File: config.mk
export PLATFORM = sky130hd
export DESIGN_NAME = seg7_score_display
export DESIGN_NICKNAME = d
export VERILOG_FILES = /design/src/rtl/seg7_score_display.sv
export SDC_FILE = /design/constraint.sdc
export NUM_CORES = 1
export LEC_CHECK = 0
export ABC_AREA = 1
export CORE_ASPECT_RATIO = 0.5
export CORE_MARGIN = 2
export CORE_UTILIZATION = 45
export CTS_CLUSTER_SIZE = 16
export DETAILED_ROUTE_END_ITERATION = 8
export GPL_ROUTABILITY_DRIVEN = 0
export SETUP_SLACK_MARGIN = 0.5
export SLEW_MARGIN = 5
export SYNTH_ARGS = -nofsm -noshare
export SYNTH_HDL_FRONTEND = slang
export SYNTH_SLANG_ARGS = --single-unit
export TNS_END_PERCENT = 20
File: constraint.sdc
create_clock -name clk -period 1.75 [get_ports clk]
set_clock_uncertainty 0.15 [all_clocks]
set_input_delay 0.2625 -clock clk [delete_from_list [all_inputs] [get_ports clk]]
set_output_delay 0.2625 -clock clk [all_outputs]
set_load 0.005 [all_outputs]
File: src/rtl/seg7_score_display.sv
// -----------------------------------------------------------------------------
// seg7_score_display
//   Multi-digit 7-segment driver for the score/lives HEX displays. A binary
//   value is converted to decimal digits with an iterative double-dabble, or
//   split into hexadecimal nibbles. The converted digits are then driven onto
//   DIGITS displays with optional leading-zero blanking, overflow dashes and
//   a blink.
//
// Ports
//   clk       in   1          system clock, all state on rising edge
//   reset_n   in   1          asynchronous active-low reset
//   value     in   VALUE_W    binary value, sampled when a load is accepted
//   load      in   1          start a conversion (accepted only while idle)
//   hex_mode  in   1          sampled with value: 0 decimal, 1 hexadecimal
//   blank_lz  in   1          live: blank leading zero digits (digit 0 kept)
//   blink_en  in   1          live: blank every digit during the blink off-phase
//   busy      out  1          conversion in progress (CONV and LATCH states)
//   done      out  1          one-cycle pulse while the new digits first show
//   overflow  out  1          last converted value did not fit DIGITS digits
//   hex       out  7*DIGITS   hex[7*i+6:7*i] = digit i, bits g..a
// -----------------------------------------------------------------------------
module seg7_score_display #(
   parameter int VALUE_W    = 10,
   parameter int DIGITS     = 3,
   parameter bit ACTIVE_LOW = 1'b1,
   parameter int BLINK_DIV  = 25
) (
   input  logic                  clk,
   input  logic                  reset_n,
   input  logic [VALUE_W-1:0]    value,
   input  logic                  load,
   input  logic                  hex_mode,
   input  logic                  blank_lz,
   input  logic                  blink_en,
   output logic                  busy,
   output logic                  done,
   output logic                  overflow,
   output logic [7*DIGITS-1:0]   hex
);

   localparam int BCD_W  = 4 * DIGITS;
   localparam int EXT_W  = VALUE_W + BCD_W;
   localparam int STEP_W = (VALUE_W > 1) ? $clog2(VALUE_W) : 1;
   localparam logic [STEP_W-1:0]    LAST_STEP = STEP_W'(VALUE_W - 1);
   localparam logic [STEP_W-1:0]    STEP_ONE  = STEP_W'(1);
   localparam logic [BLINK_DIV:0]   BLINK_ONE = (BLINK_DIV + 1)'(1);

   // Segment patterns are kept in active-low form (bit6..0 = g..a) and the
   // board polarity is applied once at the output.
   localparam logic [6:0] SEG_BLANK = 7'b1111111;
   localparam logic [6:0] SEG_DASH  = 7'b0111111;

   // 10**DIGITS; EXT_W is always wide enough to hold it since 10**D < 16**D.
   function automatic logic [EXT_W-1:0] dec_limit();
      logic [EXT_W-1:0] p;
      p = EXT_W'(1);
      for (int i = 0; i < DIGITS; i++) begin
         p = p * EXT_W'(10);
      end
      return p;
   endfunction

   localparam logic [EXT_W-1:0] DEC_LIMIT = dec_limit();

   function automatic logic [6:0] glyph(input logic [3:0] d);
      logic [6:0] seg;
      case (d)
         4'h0:    seg = 7'b1000000;
         4'h1:    seg = 7'b1111001;
         4'h2:    seg = 7'b0100100;
         4'h3:    seg = 7'b0110000;
         4'h4:    seg = 7'b0011001;
         4'h5:    seg = 7'b0010010;
         4'h6:    seg = 7'b0000010;
         4'h7:    seg = 7'b1111000;
         4'h8:    seg = 7'b0000000;
         4'h9:    seg = 7'b0010000;
         4'hA:    seg = 7'b0001000;
         4'hB:    seg = 7'b0000011;
         4'hC:    seg = 7'b1000110;
         4'hD:    seg = 7'b0100001;
         4'hE:    seg = 7'b0000110;
         default: seg = 7'b0001110;   // F
      endcase
      return seg;
   endfunction

   function automatic logic [6:0] to_pins(input logic [6:0] seg_n);
      return ACTIVE_LOW ? seg_n : ~seg_n;
   endfunction

   typedef enum logic [1:0] {
      S_IDLE  = 2'd0,
      S_CONV  = 2'd1,
      S_LATCH = 2'd2
   } state_t;

   state_t               state_q, state_d;
   logic [VALUE_W-1:0]   shreg_q, shreg_d;       // captured value, shifted out MSB first
   logic                 mode_q, mode_d;         // captured hex_mode
   logic                 ovf_pend_q, ovf_pend_d; // overflow of the conversion in flight
   logic [BCD_W-1:0]     bcd_q, bcd_d;
   logic [STEP_W-1:0]    step_q, step_d;
   logic [BCD_W-1:0]     digit_q, digit_d;       // digits currently displayed
   logic                 ovf_q, ovf_d;
   logic                 valid_q, valid_d;       // a conversion has completed since reset
   logic [BLINK_DIV:0]   blink_q, blink_d;

   logic [EXT_W-1:0]     value_ext;
   logic                 dec_ovf, hex_ovf;
   logic                 conv_last;
   logic [BCD_W-1:0]     bcd_adj, bcd_shift;
   logic                 blink_off;
   logic                 lz_run;
   logic [3:0]           cur_digit;
   logic [6:0]           cur_seg;

   // Overflow is decided from the value at load time, so the shift register
   // is free to be consumed during the conversion.
   assign value_ext = EXT_W'(value);
   assign dec_ovf   = (value_ext >= DEC_LIMIT);
   assign hex_ovf   = ((value_ext >> BCD_W) != '0);

   // Hex needs a single CONV cycle; decimal needs one per input bit.
   assign conv_last = (state_q == S_CONV) && (mode_q || (step_q == LAST_STEP));

   // ---------------------------------------------------------------- FSM ----
   // NOTE: sequential state uses non-blocking assignments so every flop
   // samples the pre-edge value of every other flop.
   always_ff @(posedge clk or negedge reset_n) begin
      if (!reset_n) begin
         state_q <= S_IDLE;
      end else begin
         state_q <= state_d;
      end
   end

   // NOTE: every signal written in a combinational block gets a default at
   // the top, so no path leaves it unassigned and no latch is inferred.
   always_comb begin
      state_d = state_q;
      case (state_q)
         S_IDLE:  if (load)      state_d = S_CONV;
         S_CONV:  if (conv_last) state_d = S_LATCH;
         S_LATCH:                state_d = S_IDLE;
         default:                state_d = S_IDLE;
      endcase
   end

   always_comb begin
      busy = (state_q != S_IDLE);
      done = (state_q == S_LATCH);
   end

   assign overflow = ovf_q;

   // ----------------------------------------------------------- datapath ----
   always_comb begin
      // Double-dabble step: correct each BCD nibble that would exceed 9 after
      // doubling, then shift the next value bit in from the right. The carry
      // out of the top nibble is dropped; such values are overflow anyway.
      bcd_adj = bcd_q;
      for (int i = 0; i < DIGITS; i++) begin
         if (bcd_q[4*i +: 4] >= 4'd5) begin
            bcd_adj[4*i +: 4] = bcd_q[4*i +: 4] + 4'd3;
         end
      end
      bcd_shift = BCD_W'({bcd_adj, shreg_q[VALUE_W-1]});
   end

   always_comb begin
      shreg_d    = shreg_q;
      mode_d     = mode_q;
      ovf_pend_d = ovf_pend_q;
      bcd_d      = bcd_q;
      step_d     = step_q;
      digit_d    = digit_q;
      ovf_d      = ovf_q;
      valid_d    = valid_q;

      case (state_q)
         S_IDLE: begin
            if (load) begin
               shreg_d    = value;
               mode_d     = hex_mode;
               ovf_pend_d = hex_mode ? hex_ovf : dec_ovf;
               bcd_d      = '0;
               step_d     = '0;
            end
         end
         S_CONV: begin
            if (!mode_q) begin
               bcd_d   = bcd_shift;
               shreg_d = shreg_q << 1;
               step_d  = step_q + STEP_ONE;
            end
            // The display registers are written on the edge that enters LATCH,
            // so the new digits are already visible while done is high.
            if (conv_last) begin
               digit_d = mode_q ? BCD_W'(shreg_q) : bcd_shift;
               ovf_d   = ovf_pend_q;
               valid_d = 1'b1;
            end
         end
         default: ;
      endcase
   end

   assign blink_d = blink_q + BLINK_ONE;

   // NOTE: the digit registers are reset along with the control state; the
   // valid flag alone would suffice for display, but resetting them keeps the
   // whole block in a known state after an aborted conversion.
   always_ff @(posedge clk or negedge reset_n) begin
      if (!reset_n) begin
         shreg_q    <= '0;
         mode_q     <= 1'b0;
         ovf_pend_q <= 1'b0;
         bcd_q      <= '0;
         step_q     <= '0;
         digit_q    <= '0;
         ovf_q      <= 1'b0;
         valid_q    <= 1'b0;
         blink_q    <= '0;
      end else begin
         shreg_q    <= shreg_d;
         mode_q     <= mode_d;
         ovf_pend_q <= ovf_pend_d;
         bcd_q      <= bcd_d;
         step_q     <= step_d;
         digit_q    <= digit_d;
         ovf_q      <= ovf_d;
         valid_q    <= valid_d;
         blink_q    <= blink_d;
      end
   end

   // ------------------------------------------------------------ display ----
   assign blink_off = blink_en & blink_q[BLINK_DIV];

   always_comb begin
      hex       = '0;
      lz_run    = 1'b1;
      cur_digit = '0;
      cur_seg   = SEG_BLANK;
      // Walk from the most significant digit down; lz_run stays set while
      // every digit seen so far (including this one) is zero.
      for (int i = DIGITS - 1; i >= 0; i--) begin
         cur_digit = digit_q[4*i +: 4];
         lz_run    = lz_run & (cur_digit == 4'd0);
         if (!valid_q || blink_off) begin
            cur_seg = SEG_BLANK;
         end else if (ovf_q) begin
            cur_seg = SEG_DASH;
         end else if (blank_lz && lz_run && (i != 0)) begin
            cur_seg = SEG_BLANK;
         end else begin
            cur_seg = glyph(cur_digit);
         end
         hex[7*i +: 7] = to_pins(cur_seg);
      end
   end

endmodule
==> flow_metrics.py <==
metrics = {
    "status": {
        "result_of_the_run": "finished, violations left",
        "failed_checks": "setup timing",
    },
    "global_routing": {
        "antenna_violations_before_repair": 0,
        "gr-total-overflow": 0,
        "maximum_number_of_pins_on_one_net_before_global_route_repair": 41,
        "first_global_vias": 3910,
        "wire_length_of_the_first_global_routing_pass_um": 18600,
        "grt_use_total_pct": 21.4,
    },
    "timing": {
        "rsz_0062_raised_after_global_routing": "yes",
        "tightest_slew_ps": 341,
        "tns_ps": -6010,
        "hold_viol": 0,
        "max_freq_mhz": 466,
        "setup_viol": 21,
        "slew_violations": 0,
        "post_layout_min_period_ps": 2140,
        "timing.final.ws_setup_ps": -394,
        "min_period_over_period_pct": 123,
        "slew_headroom_pct": 77.0,
    },
    "place": {
        "place.detailed.instances": 793,
        "post_dp_cell_area_um2": 5430,
        "detailedPlacementHpwl_um": 7840,
        "placement.setup.worst_slack_ps": -626,
        "port-buffer-count": 39,
    },
    "cells_and_area": {
        "finish.cell_count_without_fillers": 862,
        "utilization_pct": 75.2,
        "finish.net_count": 768,
        "layout.cell_area.non_filler_um2": 7230,
        "antenna-diode-count": 0,
        "areaGrowthSynthToFinish_pct": 60.0,
        "layout-drive-gt1-share_pct": 52.3,
    },
    "clocking": {
        "cts_max_level": 3,
        "clockRootBuffer": "clkbuf_16",
        "clk_latency_ps": 330,
        "clock_sinks": 70,
        "cts_buffers": 9,
        "cts-root-to-sink-buffers": 2,
        "path_clk_slew_ps": 50,
        "clock_tree_from_tritoncts": "built",
    },
    "routing": {
        "routed_wire_length_per_instance_um": 15.0,
        "route.met3.wl_um": 621,
        "drt.antenna.violating_nets": 0,
        "wl_um": 12900,
        "vias": 4469,
        "avgViaCountPerCell": 5.18,
        "drcViolationCount": 0,
        "initialDrtViolationCount": 183,
        "top_layer_used": "met4",
        "detail_route.wirelength.met1_um": 5710,
        "met2_length_um": 6390,
        "drt-pass1-iter-count": 5,
    },
    "power": {
        "switching_share_pct": 43.6,
        "p_per_area_nw_per_um2": 1640,
        "clock_power_share_pct": 14.8,
        "p_leak_nw": 3.37,
        "share_comb_of_total_power_pct": 64.0,
        "irDropWorstVdd_mv": 0.671,
        "share_seq_of_total_power_pct": 21.2,
        "p_sw_mw": 5.18,
        "int_pwr_mw": 6.70,
    },
    "worst_setup_path": {
        "critical-path-slowest-cell": "dfrtp_1",
        "crit_required_ps": 1340,
        "path_max_fanout": 3,
        "crit_type": "reg -> out",
        "worst-r2r-setup-slack_ps": 230,
        "crit_chain": "buf_6 -> buf_6 -> ha_4 -> nor2_1 -> nor2_1 -> buf_4 -> nand2_1 -> o311ai_1 -> buf_2",
        "cp_slowest_stage_delay_ps": 410,
        "arrival_ps": 1730,
        "timing.critical_path.from_type": "flop",
        "timing.critical_path.to_type": "output pin",
        "cp_top_family": "buffers and inverters",
        "critical_path.n_buffers_inverters": 4,
    },
    "yosys": {
        "number_of_enable_flip_flop_cells_after_synthesis": 0,
        "ys_seq_area_share_pct": 38.8,
        "synth_top_flop_cell": "dfrtp_1",
        "number_of_unique_standard_cell_types_used_by_synthesis": 38,
        "synth.ff_latch_count": 70,
        "syn-num-nets": 636,
        "postSynthAreaPerCell_um2": 7.66,
        "netlist_instances": 590,
        "asyncSetResetFlopFracSynth_pct": 100,
        "synth_area_um2": 4520,
        "synth-warning-count": 0,
    },
    "floorplan": {
        "die_w_um": 146,
        "floorplan.die.height_um": 74.8,
        "floorplan.io_pins": 40,
        "core.rowCount": 25,
        "floorplan.initialDensity_pct": 47.0,
        "fp.dieArea_um2": 10900,
        "core-area_um2": 9600,
    },
    "worst_hold_path": {
        "worst_hold_path_type": "in -> async",
    },
    "flow_run": {
        "drv_cap": 0,
    },
}
-- cells by family after synthesis --
kind of cell,after synthesis,synth area share [%]
AND/OR/NAND/NOR,299,30.9
AO/OA/AOI/OAI,98,12.0
buffers and inverters,77,6.87
flip-flops,70,38.8
adder cells (fa/ha/maj),30,8.31
XOR/XNOR,15,2.91
multiplexers,1,0.222
-- layout by cell type (no fill, tap or decap), types with 20 or more instances in the layout --
master	synthesis	layout
dfrtp_1	70	51
nand2_1	171	113
nor2_1	48	20
buf_4	2	63
buf_6	0	27
inv_1	58	37
nor2_4	5	23
buf_2	7	21
nand2_2	4	40
o21ai_1	0	24
nand2_4	5	22
-- sequential cells by signal, summed over array words and instances, names as in the netlist --
signal	cells
bcd_q	12
blink_q	26
digit_q	12
mode_q	1
overflow	1
ovf_pend_q	1
shreg_q	10
state_q	2
step_q	4
valid_q	1
-- worst paths after layout --
| path | start | to | cells after the start |
|---|---|---|---|
| min in group clk | blink_q[24] | blink_q[24] | 2 |
| worst max register to register | bcd_q[4] | digit_q[5] | 9 |
| worst min-delay path | reset_n | blink_q[1] | 2 |
| worst min register to register | blink_q[24] | blink_q[24] | 2 |
| max in group asynchronous | reset_n | digit_q[6] | 3 |
| worst max-delay path | digit_q[9] | hex[19] | 9 |
-- power groups by stage --
stage          Sequential [mW]  Clock, mW  Combinational (mW)
2_1_floorplan             2.32          0                2.84
3_3_place_gp              2.41          0                5.03
3_5_place_dp              2.43          0                5.08
4_1_cts                   2.42       1.78                5.34
5_1_grt                   2.57       1.86                8.26
6_report                  2.51       1.76                7.61
-- cell usage after synthesis (4+ instances only) --
master / n / area share, %
a21oi_1: 21 / 2.3
buf_2: 7 / 0.78
dfrtp_1: 70 / 39
ha_1: 30 / 8.3
inv_1: 58 / 4.8
inv_2: 5 / 0.42
nand2_1: 171 / 14
nand2_2: 4 / 0.55
nand2_4: 5 / 1.2
nand3_1: 33 / 3.7
nand3b_1: 8 / 1.3
nand4_1: 9 / 1.2
nor2_1: 48 / 4.0
nor2_2: 7 / 0.97
nor2_4: 5 / 1.2
o21ai_0: 55 / 6.1
o22ai_1: 8 / 1.1
xnor2_1: 6 / 1.2
xor2_1: 9 / 1.7
-- worst register-to-register path, stage by stage, from the launching register on --
cell and delay (ps):
dfrtp_1 430, inv_2 130, ha_4 160, inv_4 40
nand2_4 60, nand3_4 130, nand2_4 110, nand3_2 80
nand2_2 70, nand2_1 40
-- stage by stage --
stage	power (mW)	hold slack, ps
4_1_cts	9.54	272
3_3_place_gp	7.45	86.5
3_5_place_dp	7.52	87.5
2_1_floorplan	5.16	-183
5_1_grt	12.7	257
6_report	11.9	219
-- layout make-up --
cell class              instances  area [um2]
flip-flops and latches         70        1780
clock inverters                 5        50.0
well taps                     135         169
fillers                       657        2380
multi-input cells             443        3550
clock buffers                  11         233
inverters                      65         292
repair buffers                133        1160
-- repair_timing --
item,4_1_cts,5_1_grt
endpoints found under the hold margin,16,0
hold buffers,1,0
pin swaps,28,127
cloned,0,1
resized for setup,149,302
buffers inserted,26,25
endpoints found under the setup margin,87,144
-- routing by layer --
layer  vias to the layer above  track usage (%)
li1                       2203                -
met1                      2119             27.3
met2                       125             37.3
met3                        22             4.91
met4                         0             7.19
met5                         -                0
Note: power is estimated with default switching activity, not from simulation.
